`config.mk`:
```
export PLATFORM = sky130hd
export DESIGN_NAME = game_sequencer_flat
export DESIGN_NICKNAME = d
export VERILOG_FILES = /design/src/rtl/game_sequencer_if.sv /design/src/rtl/game_sequencer.sv /design/src/flat_wrapper.sv
export SDC_FILE = /design/constraint.sdc
export NUM_CORES = 1
export LEC_CHECK = 0
export BUFFER_PORTS_ARGS = -buffer_cell sky130_fd_sc_hd__buf_2
export CAP_MARGIN = 20
export CORE_UTILIZATION = 45
export CTS_BUF_LIST = sky130_fd_sc_hd__clkbuf_8
export DETAILED_ROUTE_END_ITERATION = 10
export PLACE_DENSITY = 0.68
export SETUP_SLACK_MARGIN = 0.5
export SLEW_MARGIN = 15
export SYNTH_ARGS = -nofsm -noshare
export SYNTH_HDL_FRONTEND = slang
export SYNTH_SLANG_ARGS = --single-unit
```
`constraint.sdc`:
```
create_clock -name clk -period 2.6 [get_ports clk]
set_clock_uncertainty 0.1 [all_clocks]
set_input_delay 0.52 -clock clk [delete_from_list [all_inputs] [get_ports clk]]
set_output_delay 0.52 -clock clk [all_outputs]
set_load 0.01 [all_outputs]
```
`src/rtl/game_sequencer_if.sv`:
```
// Game controller bus: debounced player/counter events in, timing strobes and game status out.
interface game_sequencer_if #(
    parameter int SCORE_W = 8
);
    logic               start;
    logic               pause;
    logic               lose;
    logic               hit;
    logic               time_zero;
    logic               tick;
    logic               timer_rst;
    logic [SCORE_W-1:0] score;
    logic [1:0]         state;
    logic               game_over;

    modport master (
        output start, pause, lose, hit, time_zero,
        input  tick, timer_rst, score, state, game_over
    );

    modport slave (
        input  start, pause, lose, hit, time_zero,
        output tick, timer_rst, score, state, game_over
    );
endinterface

```
`src/rtl/game_sequencer.sv`:
```
// Game controller: sequences the countdown counter (tick / restart pulses) and tracks the score.
// Define GAME_PAUSE_EN to enable the pause input and the PAUSE state.
module game_sequencer #(
    parameter int TICK_DIV = 100_000_000,
    parameter int SCORE_W  = 8
) (
    input logic              clk,
    input logic              rst,
    game_sequencer_if.slave  bus
);
    typedef enum logic [1:0] {
        IDLE  = 2'b00,
        PLAY  = 2'b01,
        PAUSE = 2'b10,
        OVER  = 2'b11
    } state_t;

    localparam int                 DIV_W      = $clog2(TICK_DIV);
    localparam logic [DIV_W-1:0]   DIV_LAST   = DIV_W'(TICK_DIV - 1);
    localparam logic [SCORE_W-1:0] SCORE_MAX  = '1;

    state_t             state_q, state_d;
    logic [DIV_W-1:0]   div_q, div_d;
    logic [SCORE_W-1:0] score_q, score_d;
    logic               tick_q, tick_d;
    logic               trst_q, trst_d;
    logic               over_q, over_d;
    logic               pause_ev;

`ifdef GAME_PAUSE_EN
    assign pause_ev = bus.pause;
`else
    logic unused_pause;
    assign unused_pause = bus.pause;
    assign pause_ev     = 1'b0;
`endif

    always_ff @(posedge clk or posedge rst) begin
        if (rst) begin
            state_q <= IDLE;
            div_q   <= '0;
            score_q <= '0;
            tick_q  <= 1'b0;
            trst_q  <= 1'b0;
            over_q  <= 1'b0;
        end else begin
            state_q <= state_d;
            div_q   <= div_d;
            score_q <= score_d;
            tick_q  <= tick_d;
            trst_q  <= trst_d;
            over_q  <= over_d;
        end
    end

    // The divider still advances on the edge that leaves PLAY, but the tick
    // is only issued when the next cycle stays in PLAY, so a pending tick is dropped.
    always_comb begin
        state_d = state_q;
        div_d   = div_q;
        score_d = score_q;
        tick_d  = 1'b0;
        trst_d  = 1'b0;
        case (state_q)
            IDLE, PAUSE, OVER: begin
                if (bus.start) begin
                    state_d = PLAY;
                    trst_d  = 1'b1;
                    score_d = '0;
                    div_d   = '0;
                end else if (state_q == PAUSE && pause_ev) begin
                    state_d = PLAY;
                end
            end
            PLAY: begin
                div_d = (div_q == DIV_LAST) ? '0 : div_q + 1'b1;
                // A time_zero seen alongside the restart pulse is the old run's flag.
                if (bus.lose || (bus.time_zero && !trst_q)) begin
                    state_d = OVER;
                end else if (pause_ev) begin
                    state_d = PAUSE;
                end else begin
                    tick_d = (div_q == DIV_LAST);
                    if (bus.hit && score_q != SCORE_MAX)
                        score_d = score_q + 1'b1;
                end
            end
            default: state_d = IDLE;
        endcase
        over_d = (state_d == OVER);
    end

    assign bus.tick      = tick_q;
    assign bus.timer_rst = trst_q;
    assign bus.score     = score_q;
    assign bus.state     = state_q;
    assign bus.game_over = over_q;
endmodule

```
`src/flat_wrapper.sv`:
```
// flat-port wrapper written by rule: the top's interface ports become plain ports
module game_sequencer_flat 
#(
    parameter int TICK_DIV = 100_000_000,
    parameter int SCORE_W  = 8
)
  (clk, rst, bus_start, bus_pause, bus_lose, bus_hit, bus_time_zero, bus_tick, bus_timer_rst, bus_score, bus_state, bus_game_over);
  game_sequencer_if #(.SCORE_W(SCORE_W)) bus_i ();
  input logic clk;
  input logic rst;
  input wire logic [$bits(bus_i.start)-1:0] bus_start;
  input wire logic [$bits(bus_i.pause)-1:0] bus_pause;
  input wire logic [$bits(bus_i.lose)-1:0] bus_lose;
  input wire logic [$bits(bus_i.hit)-1:0] bus_hit;
  input wire logic [$bits(bus_i.time_zero)-1:0] bus_time_zero;
  output wire logic [$bits(bus_i.tick)-1:0] bus_tick;
  output wire logic [$bits(bus_i.timer_rst)-1:0] bus_timer_rst;
  output wire logic [$bits(bus_i.score)-1:0] bus_score;
  output wire logic [$bits(bus_i.state)-1:0] bus_state;
  output wire logic [$bits(bus_i.game_over)-1:0] bus_game_over;
  assign bus_i.start = bus_start;
  assign bus_i.pause = bus_pause;
  assign bus_i.lose = bus_lose;
  assign bus_i.hit = bus_hit;
  assign bus_i.time_zero = bus_time_zero;
  assign bus_tick = bus_i.tick;
  assign bus_timer_rst = bus_i.timer_rst;
  assign bus_score = bus_i.score;
  assign bus_state = bus_i.state;
  assign bus_game_over = bus_i.game_over;
  game_sequencer #(.TICK_DIV(TICK_DIV), .SCORE_W(SCORE_W)) u_core (.clk(clk), .rst(rst), .bus(bus_i));
endmodule
```
==> metrics.cfg <==
[placed_design]
io_buffer_count=18
place_hpwl_mm=3.36
place_congestion=0.796

[setup_path]
reg2reg_setup_slack_ns=0.41
crit_path_start_kind=register
r2r-end=u_core.div_q[14]$_DFFE_PP0P_
cp_data_arrival_time_ns=2.28
reg2reg_depth=7
path_cells=or4_4 -> nor4_4 -> buf_4 -> a21o_4 -> buf_12 -> o21ai_2 -> a22o_1
slowest_stage=or4_4
r2r-start=u_core.div_q[10]$_DFFE_PP0P_
crit_required_ns=2.69
criticalPathCategory=reg -> reg
cp_max_fo=6
cpPeakStageDelay_ns=0.57
endpoint_kind=register

[die]
initial_utilization=0.477
num_rows=25
core_area_mm2=0.00482
die_area_mm2=0.00539
die_height_um=73.4
die_w_um=73.4
io_pins=20

[hold_path]
min_path_type=in -> async

[clocking]
clockBufferDepth=2
clk_pin_slew_ns=0.08
htreeDepth=2
clkSinkCount=40
cts_tree=built
cts-root-buf=clkbuf_8
worstSkewPairLatency_ns=0.30
cts_made_buffers=5
cts_hold_buf=0

[yosys]
synth_simple_gate_area_share=0.275
ys_seq_area_frac=0.436
synth_top_area_share=0.436
ys_ff_latch=40
synth_nets=249
async_flop_share=1.00
netlist_instances=240
synth_edf_count=0
yosysMostFrequentCell=dfrtp_1
synth.area.top_cells=dfrtp_1 44%, a31oi_1 5.2%, nand2_1 3.9%
synth_top_area_cell=dfrtp_1
synth_mux_area_frac=0.00436
syn_avg_cell_area_um2=9.57
yosys.cell_types.count=49
yosys_most_used_dff=dfrtp_1
synthXorXnorAreaFrac=0.00381
netlist_top_cells_count=40 x dfrtp_1, 24 x nand2_1, 19 x a31oi_1, 16 x nand3_1, 15 x o21ai_0
synth_top_family_by_area=simple AND/OR/NAND/NOR gates
synthAdderAreaFrac=0.0109
synth-compound-area-share=0.214
netlist_area_mm2=0.00230
ys_warn_count=0

[grt]
globalRouteTotalUtil=0.225
grt_pass1_wl_mm=9.22
grt_pass1_vias=1934
grt_max_degree=41
grt-ovfl-total=0
antenna_found_initial=0

[power]
cellLeakagePower_uw=0.00123
p_per_area_mw_per_mm2=731
p_total_uw=2100
ir_drop_uv=465

[timing]
setup_violations=0
rsz0062_at_grt=true
period_needed_ns=2.19
relSlewSlack=0.665
hold_viol=0
finalCritPeriodShare=0.843
tightest_slew_ns=0.502
max_freq_mhz=456
drv_slew=0
setup_tns_ns=0

[drt]
firstDrtPassIters=5
drt_wl_total_mm=5.81
wire_per_inst_um=16.9
vias=2057
dr.first_iter.drc_count=81
route.detailed.drc=0
ant_nets=0
viasPerCell=5.96

[run]
max_cap_violations=0

[final_layout]
diodes=0
nets=286
drive_gt1_frac=0.331
regArea_mm2=0.00101
fillers=428
area_growth_pct=25.2
multi_input_area_mm2=0.00131

[outcome]
outcome=finished, final reports clean

## cell usage in the layout, fill, tap and decap left out, types with 2 or more instances in the layout
master / instances
nand3_1: 15
nor2b_1: 3
o31ai_1: 3
or4_1: 3
and3_1: 3
o31ai_2: 2
nor3_1: 7
o21ai_2: 5
nand2b_1: 3
dfrtp_2: 5
a22o_1: 5
o211ai_1: 5
nand2_1: 24
clkbuf_8: 5
nand4_1: 10
a31oi_4: 2
dfrtp_1: 35
o21ai_0: 12
or3_4: 2
a21o_1: 2
or2b_1: 2
nor2_1: 10
nor4_4: 3
buf_6: 7
nor4b_4: 2
nand3_2: 2
nor4_1: 2
a21oi_2: 4
a21oi_1: 7
and2_1: 2
inv_1: 7
buf_2: 18
or4_4: 2
a31oi_1: 17
buf_4: 15
and4_1: 3
## routing by layer
layer,GRT usage,up-vias,wire length (um)
li1,-,987,-
met1,0.299,1022,2720
met2,0.363,34,2780
met3,0.0439,14,175
met4,0.0897,0,136
met5,0,-,0
## logic make-up (layout without fill, tap and decap cells)
kind of cell               count (synthesis)  count (layout)
buffers and inverters                     20              58
DFF                                       40              40
xor gates and xnor gates                   1               1
adders and majority gates                  2               2
AOI/OAI and AO/OA                         73              73
and+or+nand+nor                          103             103
muxes                                      1               1
## through the flow
step | hold slack [ns] | setup slack, ns | instances | area, um2 | util
floorplan | 0.350 | 0.591 | 240 | 2300 | -
global placement | 0.377 | 0.277 | 318 | 2410 | 0.501
detailed placement | 0.388 | 0.306 | 318 | 2410 | 0.501
CTS | 0.254 | 0.486 | 337 | 2660 | 0.552
global route | 0.279 | 0.327 | 345 | 2880 | 0.597
finish | 0.233 | 0.408 | 345 | 2880 | 0.597
## worst max-delay path, delay by kind of cell (launching register included)
kind | cells | cell delay, ns
simple gates | 2 | 0.85
flops | 1 | 0.42
compound gates | 3 | 0.43
buf+inv | 2 | 0.30
## worst max-delay path by stage
stage,from,endpoint,depth (start not counted)
after floorplan,u_core.div_q[9]$_DFFE_PP0P_,u_core.div_q[20]$_DFFE_PP0P_,6
after global placement,u_core.div_q[0]$_DFFE_PP0P_,u_core.div_q[24]$_DFFE_PP0P_,7
after detailed placement,u_core.div_q[0]$_DFFE_PP0P_,u_core.div_q[24]$_DFFE_PP0P_,7
after CTS,u_core.div_q[10]$_DFFE_PP0P_,u_core.div_q[2]$_DFFE_PP0P_,7
after global routing,u_core.div_q[10]$_DFFE_PP0P_,u_core.div_q[23]$_DFFE_PP0P_,7
final,u_core.div_q[10]$_DFFE_PP0P_,u_core.div_q[14]$_DFFE_PP0P_,7
## registers in the layout, summed over array words and instances, names as in the netlist
signal / flops
u_core.bus.tick: 1
u_core.bus.timer_rst: 1
u_core.bus.game_over: 1
u_core.bus.state: 2
u_core.div_q: 27
u_core.bus.score: 8
## cell type report
cell class / count / area share
clock buffer: 5 / 0.0239
clock inverter: 3 / 0.0148
inverter: 7 / 0.00914
multi-input combinational: 180 / 0.454
sequential: 40 / 0.350
tap: 67 / 0.0292
timing repair buffer: 43 / 0.119
## power by group
group | switching (uW) | internal [uW] | leakage [uW] | total (uW)
logic | 369 | 348 | 0.000642 | 717
registers | 145 | 725 | 0.000530 | 870
clock network | 231 | 284 | 0.0000541 | 516
total | 745 | 1360 | 0.00123 | 2100
## repair_timing
action | CTS | global route
endpoints found under the setup margin | 19 | 28
hold endpoints to repair | 0 | 0
setup buffers | 11 | 5
gates cloned | 0 | 3
pin swaps | 5 | 24
gates resized for setup | 11 | 36
(Power assumes the default switching activity.)
